<file path="src/rtl/disk2_ctrl.sv">
// disk2_ctrl
//
// Soft-switch decoder and mechanics model for a Disk II style floppy
// controller. Each CPU access to the $C0E0-$C0EF window arrives as a
// one-cycle io_sel strobe with the low address nibble. The block latches
// the four stepper phase magnets, the motor on/off state (the spindle keeps
// turning for MOTOR_OFF_CYCLES after a motor-off access), the drive select
// and the Q6/Q7 mode latches. It also tracks the head position in
// half-tracks by sampling the phase magnets once every STEP_CYCLES while
// the spindle runs.
//
// Ports
//   clk         system clock, all state changes on the rising edge
//   rst_n       asynchronous active-low reset
//   io_sel      one-cycle strobe per access to the soft-switch window
//   addr        A[3:0] of that access (switch = addr[3:1], value = addr[0])
//   phs         stepper phase magnet latches, bit n is phase n
//   d1_active   drive 1 spindle running
//   d2_active   drive 2 spindle running
//   q6, q7      mode latches
//   half_track  head position in half-tracks, 0..68
//   track       half_track >> 1
//   step        one-cycle pulse whenever the head actually moves
//   bump        one-cycle pulse when a move is blocked at the end stops

module disk2_ctrl #(
    parameter int MOTOR_OFF_CYCLES = 14318180,
    parameter int STEP_CYCLES      = 14318
) (
    input  logic       clk,
    input  logic       rst_n,
    input  logic       io_sel,
    input  logic [3:0] addr,
    output logic [3:0] phs,
    output logic       d1_active,
    output logic       d2_active,
    output logic       q6,
    output logic       q7,
    output logic [6:0] half_track,
    output logic [5:0] track,
    output logic       step,
    output logic       bump
);

    localparam int CNT_W  = (MOTOR_OFF_CYCLES > 1) ? $clog2(MOTOR_OFF_CYCLES) : 1;
    localparam int STEP_W = (STEP_CYCLES > 1) ? $clog2(STEP_CYCLES) : 1;

    localparam logic [CNT_W-1:0]  OFF_LOAD  = CNT_W'(MOTOR_OFF_CYCLES - 1);
    localparam logic [STEP_W-1:0] STEP_LAST = STEP_W'(STEP_CYCLES - 1);
    localparam logic [6:0]        H_MAX     = 7'd68;

    typedef enum logic [1:0] {
        MOVE_HOLD,
        MOVE_UP,
        MOVE_DOWN
    } move_e;

    logic [3:0]        phs_q,       phs_d;
    logic              motorOn_q,   motorOn_d;
    logic              countRun_q,  countRun_d;
    logic [CNT_W-1:0]  count_q,     count_d;
    logic              driveSel_q,  driveSel_d;
    logic              q6_q,        q6_d;
    logic              q7_q,        q7_d;
    logic [STEP_W-1:0] stepCnt_q,   stepCnt_d;
    logic [6:0]        halfTrack_q, halfTrack_d;
    logic              step_q,      step_d;
    logic              bump_q,      bump_d;

    logic [2:0] sw;
    logic       val;
    logic       stepTick;
    logic [1:0] basePhase;
    logic [1:0] nextPhase;
    logic [1:0] prevPhase;
    move_e      move;

    assign sw  = addr[3:1];
    assign val = addr[0];

    assign stepTick = motorOn_q && (stepCnt_q == STEP_LAST);

    // For an even position the head sits on phase (h>>1)&3. For an odd
    // position it straddles (h-1)>>1 and the one above it; since h is odd,
    // (h-1)>>1 equals h>>1, so both cases share the same base phase.
    // The phase register sampled here is the value from before any
    // same-cycle access, because it is the registered copy.
    always_comb begin
        basePhase = halfTrack_q[2:1];
        nextPhase = basePhase + 2'd1;
        prevPhase = basePhase - 2'd1;
        move      = MOVE_HOLD;
        if (!halfTrack_q[0]) begin
            if (phs_q[basePhase]) begin
                move = MOVE_HOLD;
            end else if (phs_q[nextPhase]) begin
                move = MOVE_UP;
            end else if (phs_q[prevPhase]) begin
                move = MOVE_DOWN;
            end
        end else begin
            if (phs_q[basePhase] && phs_q[nextPhase]) begin
                move = MOVE_HOLD;
            end else if (phs_q[nextPhase]) begin
                move = MOVE_UP;
            end else if (phs_q[basePhase]) begin
                move = MOVE_DOWN;
            end
        end
    end

    // Next-state logic. The countdown expiry is evaluated before the access
    // decode so that a motor-on access in the expiry cycle overrides it.
    always_comb begin
        phs_d       = phs_q;
        motorOn_d   = motorOn_q;
        countRun_d  = countRun_q;
        count_d     = count_q;
        driveSel_d  = driveSel_q;
        q6_d        = q6_q;
        q7_d        = q7_q;
        stepCnt_d   = stepCnt_q;
        halfTrack_d = halfTrack_q;
        step_d      = 1'b0;
        bump_d      = 1'b0;

        if (countRun_q) begin
            if (count_q == '0) begin
                motorOn_d  = 1'b0;
                countRun_d = 1'b0;
            end else begin
                count_d = count_q - 1'b1;
            end
        end

        if (!motorOn_q || stepTick) begin
            stepCnt_d = '0;
        end else begin
            stepCnt_d = stepCnt_q + 1'b1;
        end

        if (stepTick) begin
            case (move)
                MOVE_UP: begin
                    if (halfTrack_q == H_MAX) begin
                        bump_d = 1'b1;
                    end else begin
                        halfTrack_d = halfTrack_q + 7'd1;
                        step_d      = 1'b1;
                    end
                end
                MOVE_DOWN: begin
                    if (halfTrack_q == 7'd0) begin
                        bump_d = 1'b1;
                    end else begin
                        halfTrack_d = halfTrack_q - 7'd1;
                        step_d      = 1'b1;
                    end
                end
                default: begin
                end
            endcase
        end

        if (io_sel) begin
            case (sw)
                3'd0, 3'd1, 3'd2, 3'd3: begin
                    phs_d[sw[1:0]] = val;
                end
                3'd4: begin
                    if (val) begin
                        motorOn_d  = 1'b1;
                        countRun_d = 1'b0;
                        count_d    = '0;
                    end else if (motorOn_q && !countRun_q) begin
                        count_d    = OFF_LOAD;
                        countRun_d = 1'b1;
                    end
                end
                3'd5: driveSel_d = val;
                3'd6: q6_d       = val;
                default: q7_d    = val;
            endcase
        end
    end

    // State registers; reset abandons any countdown or pending step.
    always_ff @(posedge clk or negedge rst_n) begin
        if (!rst_n) begin
            phs_q       <= '0;
            motorOn_q   <= 1'b0;
            countRun_q  <= 1'b0;
            count_q     <= '0;
            driveSel_q  <= 1'b0;
            q6_q        <= 1'b0;
            q7_q        <= 1'b0;
            stepCnt_q   <= '0;
            halfTrack_q <= '0;
            step_q      <= 1'b0;
            bump_q      <= 1'b0;
        end else begin
            phs_q       <= phs_d;
            motorOn_q   <= motorOn_d;
            countRun_q  <= countRun_d;
            count_q     <= count_d;
            driveSel_q  <= driveSel_d;
            q6_q        <= q6_d;
            q7_q        <= q7_d;
            stepCnt_q   <= stepCnt_d;
            halfTrack_q <= halfTrack_d;
            step_q      <= step_d;
            bump_q      <= bump_d;
        end
    end

    assign phs        = phs_q;
    assign d1_active  = motorOn_q & ~driveSel_q;
    assign d2_active  = motorOn_q & driveSel_q;
    assign q6         = q6_q;
    assign q7         = q7_q;
    assign half_track = halfTrack_q;
    assign track      = halfTrack_q[6:1];
    assign step       = step_q;
    assign bump       = bump_q;

endmodule
</file>
<file path="config.mk">
export PLATFORM = sky130hd
export DESIGN_NAME = disk2_ctrl
export DESIGN_NICKNAME = d
export VERILOG_FILES = /design/src/rtl/disk2_ctrl.sv
export SDC_FILE = /design/constraint.sdc
export NUM_CORES = 1
export LEC_CHECK = 0
export ABC_AREA = 0
export CORE_MARGIN = 1.5
export CORE_UTILIZATION = 35
export DETAILED_ROUTE_END_ITERATION = 6
export PLACE_DENSITY_LB_ADDON = 0.15
export SLEW_MARGIN = 20
export SYNTH_ARGS = -nofsm -noshare
export SYNTH_HDL_FRONTEND = slang
export SYNTH_SLANG_ARGS = --single-unit
</file>
<file path="constraint.sdc">
create_clock -name clk -period 4.05 [get_ports clk]
set_input_delay 0.6075 -clock clk [delete_from_list [all_inputs] [get_ports clk]]
set_output_delay 0.6075 -clock clk [all_outputs]
set_load 0.02 [all_outputs]
</file>
# Yosys cells after proc, flatten, opt, wreduce, memory -nomap -nowiden
# Index checks and enable logic that the tools add are counted.
[totals] ff_bits=56 latch_bits=0 mem_bits_rw=0 mem_bits_ro=0 input_bits=7 memories=0
[classes] n_addsub=6 multipliers=0 div=0 order_cmp=5 eq_ne=12 shifts=0 muxes=45 n_bitwise=4 n_reduce_logical=18
[ops] cell="two-way mux 24 bit" n=6
[ops] cell="zero test 24 bit" n=1
[ops] cell="subtractor 24 x 1 -> 24 bit (second input constant)" n=1
[ops] cell="two-way mux 1 bit" n=21
[ops] cell="adder 14 x 1 -> 14 bit (second input constant)" n=1
[ops] cell="== test 14 bit (second input constant)" n=1
[ops] cell="two-way mux 14 bit" n=1
[ops] cell="two-way mux 2 bit" n=7
[ops] cell="two-way mux 7 bit" n=2
[ops] cell="one-hot mux 7 bit (2 select lines)" n=1
[ops] cell="< comparator 2 x 3 -> 1 bit (second input constant)" n=4
[ops] cell="== test 3 bit (second input constant)" n=3
[ops] cell="AND reduction 2 bit" n=4
[ops] cell="adder 7 x 1 -> 7 bit (second input constant)" n=1
[ops] cell="== test 7 bit (second input constant)" n=1
[ops] cell="zero test 7 bit" n=1
[ops] cell="OR reduction 7 bit" n=1
[ops] cell="subtractor 7 x 1 -> 7 bit (second input constant)" n=1
[ops] cell="binary-select mux 1 bit (select 2 bit)" n=3
[ops] cell="== test 3 x 2 -> 1 bit (second input constant)" n=2
[ops] cell="bitwise mux 4 bit" n=1
[ops] cell="logical AND 1 bit" n=4
[ops] cell="!= test 2 bit (second input constant)" n=2
[ops] cell="one-hot mux 1 bit (2 select lines)" n=2
[ops] cell="other kinds (15)" n=18

# Logic depth before layout (Yosys ltp)
[logic_depth] word_depth=10 mapped_depth=14 ltp_nobuf=13

# Worst setup path after synthesis
# No wires, ideal clock.
[synth_path] kind="register -> register" from="reg halfTrack_q[2], in the netlist half_track[2]" to="reg halfTrack_q[6], in the netlist half_track[6]" t_arrival_ns=3.031 t_required_ns=3.915 setup_slack_ns=0.884 path_stages_with_launch=15 n_path_buf=1 period_less_slack_ns=3.166 cell_sequence="dfrtp_1 > clkbuf_1 > nand3b_1 > o311a_1 > a211oi_1 > a21o_1 > and2_1 > ha_1 > inv_1 > fa_1 > nor2b_1 > o31a_1 > mux2i_1 > a31oi_1 > xor2_1"
[synth_between] elab_chain_cells=10
[synth_lines] item="start: declaration" line="66" source="logic [6:0] halfTrack_q, halfTrack_d;"
[synth_lines] item="start signal: assignment" line="210" source="halfTrack_q <= halfTrack_d;"
[synth_lines] item="subtractor 2 x 1 -> 2 bit" line="91" source="prevPhase = basePhase - 2'd1;"
[synth_lines] item="binary-select mux 1 bit (select 2 bit)" line="98" source="end else if (phs_q[prevPhase]) begin"
[synth_lines] item="two-way mux 1 bit (not written as such)" line="98"
[synth_lines] item="two-way mux 2 bit" line="98"
[synth_lines] item="two-way mux 2 bit" line="96" source="end else if (phs_q[nextPhase]) begin"
[synth_lines] item="two-way mux 2 bit" line="94" source="if (phs_q[basePhase]) begin"
[synth_lines] item="two-way mux 2 bit" line="93" source="if (!halfTrack_q[0]) begin"
[synth_lines] item="== test 2 bit or == test 2 x 1 -> 1 bit (tied branches)" line="143" source="case (move)"
[synth_lines] item="!= test 2 bit (no source line) or nonzero test 2 bit (tied branches)"
[synth_lines] item="AND reduction 4 bit (no source line)"
# Several ways; a longest one is shown, not always the timed one. The select of a mux whose other input is x is not followed.
# A chain may end at the register's enable or synchronous reset.

# Worst setup path in the final report
# Same ends and word-level chain as after synthesis.

==> impl_metrics.tcl <==
set metrics [dict create \
    status "completed" \
    die_area_mm2 0.0101 \
    post-cts-setup-buffers 0 \
    clkLatencyLatePin_ns 0.31 \
    vias 2553 \
    leakage_nw 1.51 \
    yosys_warnings 0 \
    synth_seq_cells 56 \
    hold_buffers 0 \
    drv_slew 0 \
    worst_pin_slew_ns 0.983 \
    drcViolationCount 0 \
    end_kind "register" \
    ant_nets 0 \
    cts_tree "yes" \
    portBuffers 29 \
    synth_edf_count 0 \
    path_buf_inv 1 \
    reg2reg_slack_ns 0.67 \
    drt-initial-drc-count 67 \
    hp-class "input port to asynchronous set/reset pin" \
    start_util_pct 36.1 \
    slew-limit-headroom_pct 33.8 \
    crit_family "compound AO/OA/AOI/OAI gates" \
    cts_buffers 5 \
    ys_seq_area_share_pct 42.2 \
    placed_area_mm2 0.00364 \
    syn-instance-count 353 \
    grt_use_total_pct 14.6 \
    setup_tns_ns 0 \
    arrival_ns 3.57 \
    cp.required_ns 4.25 \
    powerDensity_mw_per_mm2 465 \
    worst_r2r_endpoint "half_track[6]" \
    synth_ff_type "dfrtp_1" \
    cts_resized 0 \
    rr_worst_depth 12 \
    drt-vias-per-instance 5.30 \
    finalPower_mw 1.74 \
    die_y_um 100 \
    hpwlAfterDp_um 4910 \
    worst_path_largest_cell_delay_ns 0.57 \
    critPathSlowestCell "dfrtp_1" \
    syn2layout_area_growth_pct 12.5 \
    fin_area_mm2 0.00373 \
    clock_skew_ns 0.00938 \
    clkSinkCount 56 \
    synth.cell_area_mm2 0.00332 \
    cap_violations 0 \
    grt_pass1_wl_um 11900 \
    antenna_found_initial 0 \
    critPathMaxFanout 15 \
    synth.distinct_cells 50 \
    clock.fmax_ghz 0.296 \
    report.final.hold_viol_count 0 \
    row_count 35 \
    postSynthNetCount 372 \
    drtPass1Iterations 4 \
    finalCriticalPeriod_ns 3.38 \
    grt_pass1_vias 2502 \
    worst-setup-path-type "register to register" \
    cp-start-kind "register" \
    path_clk_slew_ns 0.10 \
    wl_per_cell_um 14.3 \
    ctsLongestPathBuffers 2 \
    layout_commonest_cell "dfrtp_1" \
    grt_max_degree 38 \
    rsz0062_at_grt "no" \
    worstReg2RegStart "half_track[2]" \
    async_flop_share_pct 100 \
    fp.dieW_um 100 \
    io_pins 30 \
    insertedDiodeCount 0 \
    max-vdd-ir-drop_uv 158 \
    drive_gt1_share_pct 8.63 \
    final_nets 389 \
    path_cells "o311a_1, a211oi_1, a21o_1, and2_1, ha_1, inv_1, fa_1, nor2b_1, o31a_1, mux2i_1, a31oi_1, xor2_1" \
    core_region_area_mm2 0.00920 \
    avgSynthCellArea_um2 9.40 \
    gp_congestion 0.820 \
    drt_wl_total_um 6890 \
    setup_viol 0 \
    layout_common_cells "dfrtp_1 (56), nor2_1 (39), clkdlybuf4s50_1 (28)" \
    fill_cells 932 \
    min_period_over_period_pct 83.4 \
    grt-ovfl-total 0 \
    clockRootBuffer "clkbuf_8" \
    h-tree-depth 2 \
]
-- per-stage QoR --
stage | hold WS (ns) | utilization, % | setup WS (ns) | cells
2_1_floorplan | 0.312 | - | 0.884 | 353
3_3_place_gp | 0.489 | 39.6 | 0.789 | 474
3_5_place_dp | 0.485 | 39.6 | 0.680 | 474
4_1_cts | 0.414 | 40.6 | 0.629 | 482
5_1_grt | 0.441 | 40.6 | 0.343 | 482
6_report | 0.375 | 40.6 | 0.672 | 482
-- area by class of cell --
cell class	count	area, um2	share of cell area (%)
Clock buffer	6	82.6	2.21
Clock inverter	2	10.0	0.268
Inverter	10	37.5	1.01
Multi-Input combinational cell	266	1760	47.2
Sequential cell	56	1400	37.6
Tap cell	111	139	3.72
Timing Repair Buffer	31	300	8.05
-- state kept, by name (all words and copies together) (netlist names) --
signal      cells
phs             4
motorOn_q       1
driveSel_q      1
countRun_q      1
step            1
count_q        24
q6              1
half_track      7
stepCnt_q      14
bump            1
q7              1
-- synthesized netlist by cell type (4+ instances only) --
cell      instances  area, um2
or3_1             6       37.5
xor2_1           19        166
dfrtp_1          56       1400
xnor2_1          10       87.6
nor4_1            9       56.3
nor2b_1           6       37.5
a21oi_1          16       80.1
and3_1            6       37.5
or2_2             4       25.0
buf_4             6       45.0
clkbuf_1         11       41.3
o21ai_0           8       40.0
or4_1             5       37.5
a211oi_1          4       30.0
inv_1            10       37.5
nor2_1           39        146
mux2_2            9        101
o31ai_1           6       45.0
nand4b_1          5       43.8
nand2_1          22       82.6
nor3_1           18       90.1
nand3_1          16       80.1
ha_1             11        138
-- kinds of logic after synthesis --
kind of cell | share of synthesized area, %
xor+xnor | 7.66
mux | 3.96
compound gates | 10.8
simple gates | 26.0
buf+inv | 4.68
fa+ha+maj | 4.75
flops | 42.2
-- power breakdown --
group,leakage [nW],total [mW],internal [mW],switching (mW)
clock network,0.0510,0.317,0.137,0.180
logic,0.738,0.560,0.268,0.292
registers,0.721,0.859,0.698,0.161
-- metal layers --
metal,vias to the layer above,share of wire (%),track usage (%)
met2,35,44,23.8
met3,7,2.6,2.09
li1,1290,-,-
met1,1221,52,20.3
met5,-,0,0
met4,0,1.2,3.90
-- worst max-delay path by stage --
stage	cells after the start	end	slack [ns]	from
2_1_floorplan	14	half_track[6]	0.88	half_track[2]
3_3_place_gp	11	half_track[6]	0.79	half_track[2]
3_5_place_dp	11	half_track[6]	0.68	half_track[2]
4_1_cts	11	half_track[6]	0.63	half_track[2]
5_1_grt	11	half_track[6]	0.34	half_track[2]
6_report	12	half_track[6]	0.67	half_track[2]
-- worst reg2reg max path, delay by kind of cell, from the launching register on --
| kind | cells | cell delay (ns) |
|---|---|---|
| AOI/OAI and AO/OA | 5 | 1.05 |
| adders and majority gates | 2 | 0.78 |
| DFF | 1 | 0.57 |
| and+or+nand+nor | 2 | 0.29 |
| muxes | 1 | 0.19 |
| xor gates and xnor gates | 1 | 0.19 |
| buffers and inverters | 1 | 0.18 |
(Power assumes the default switching activity.)
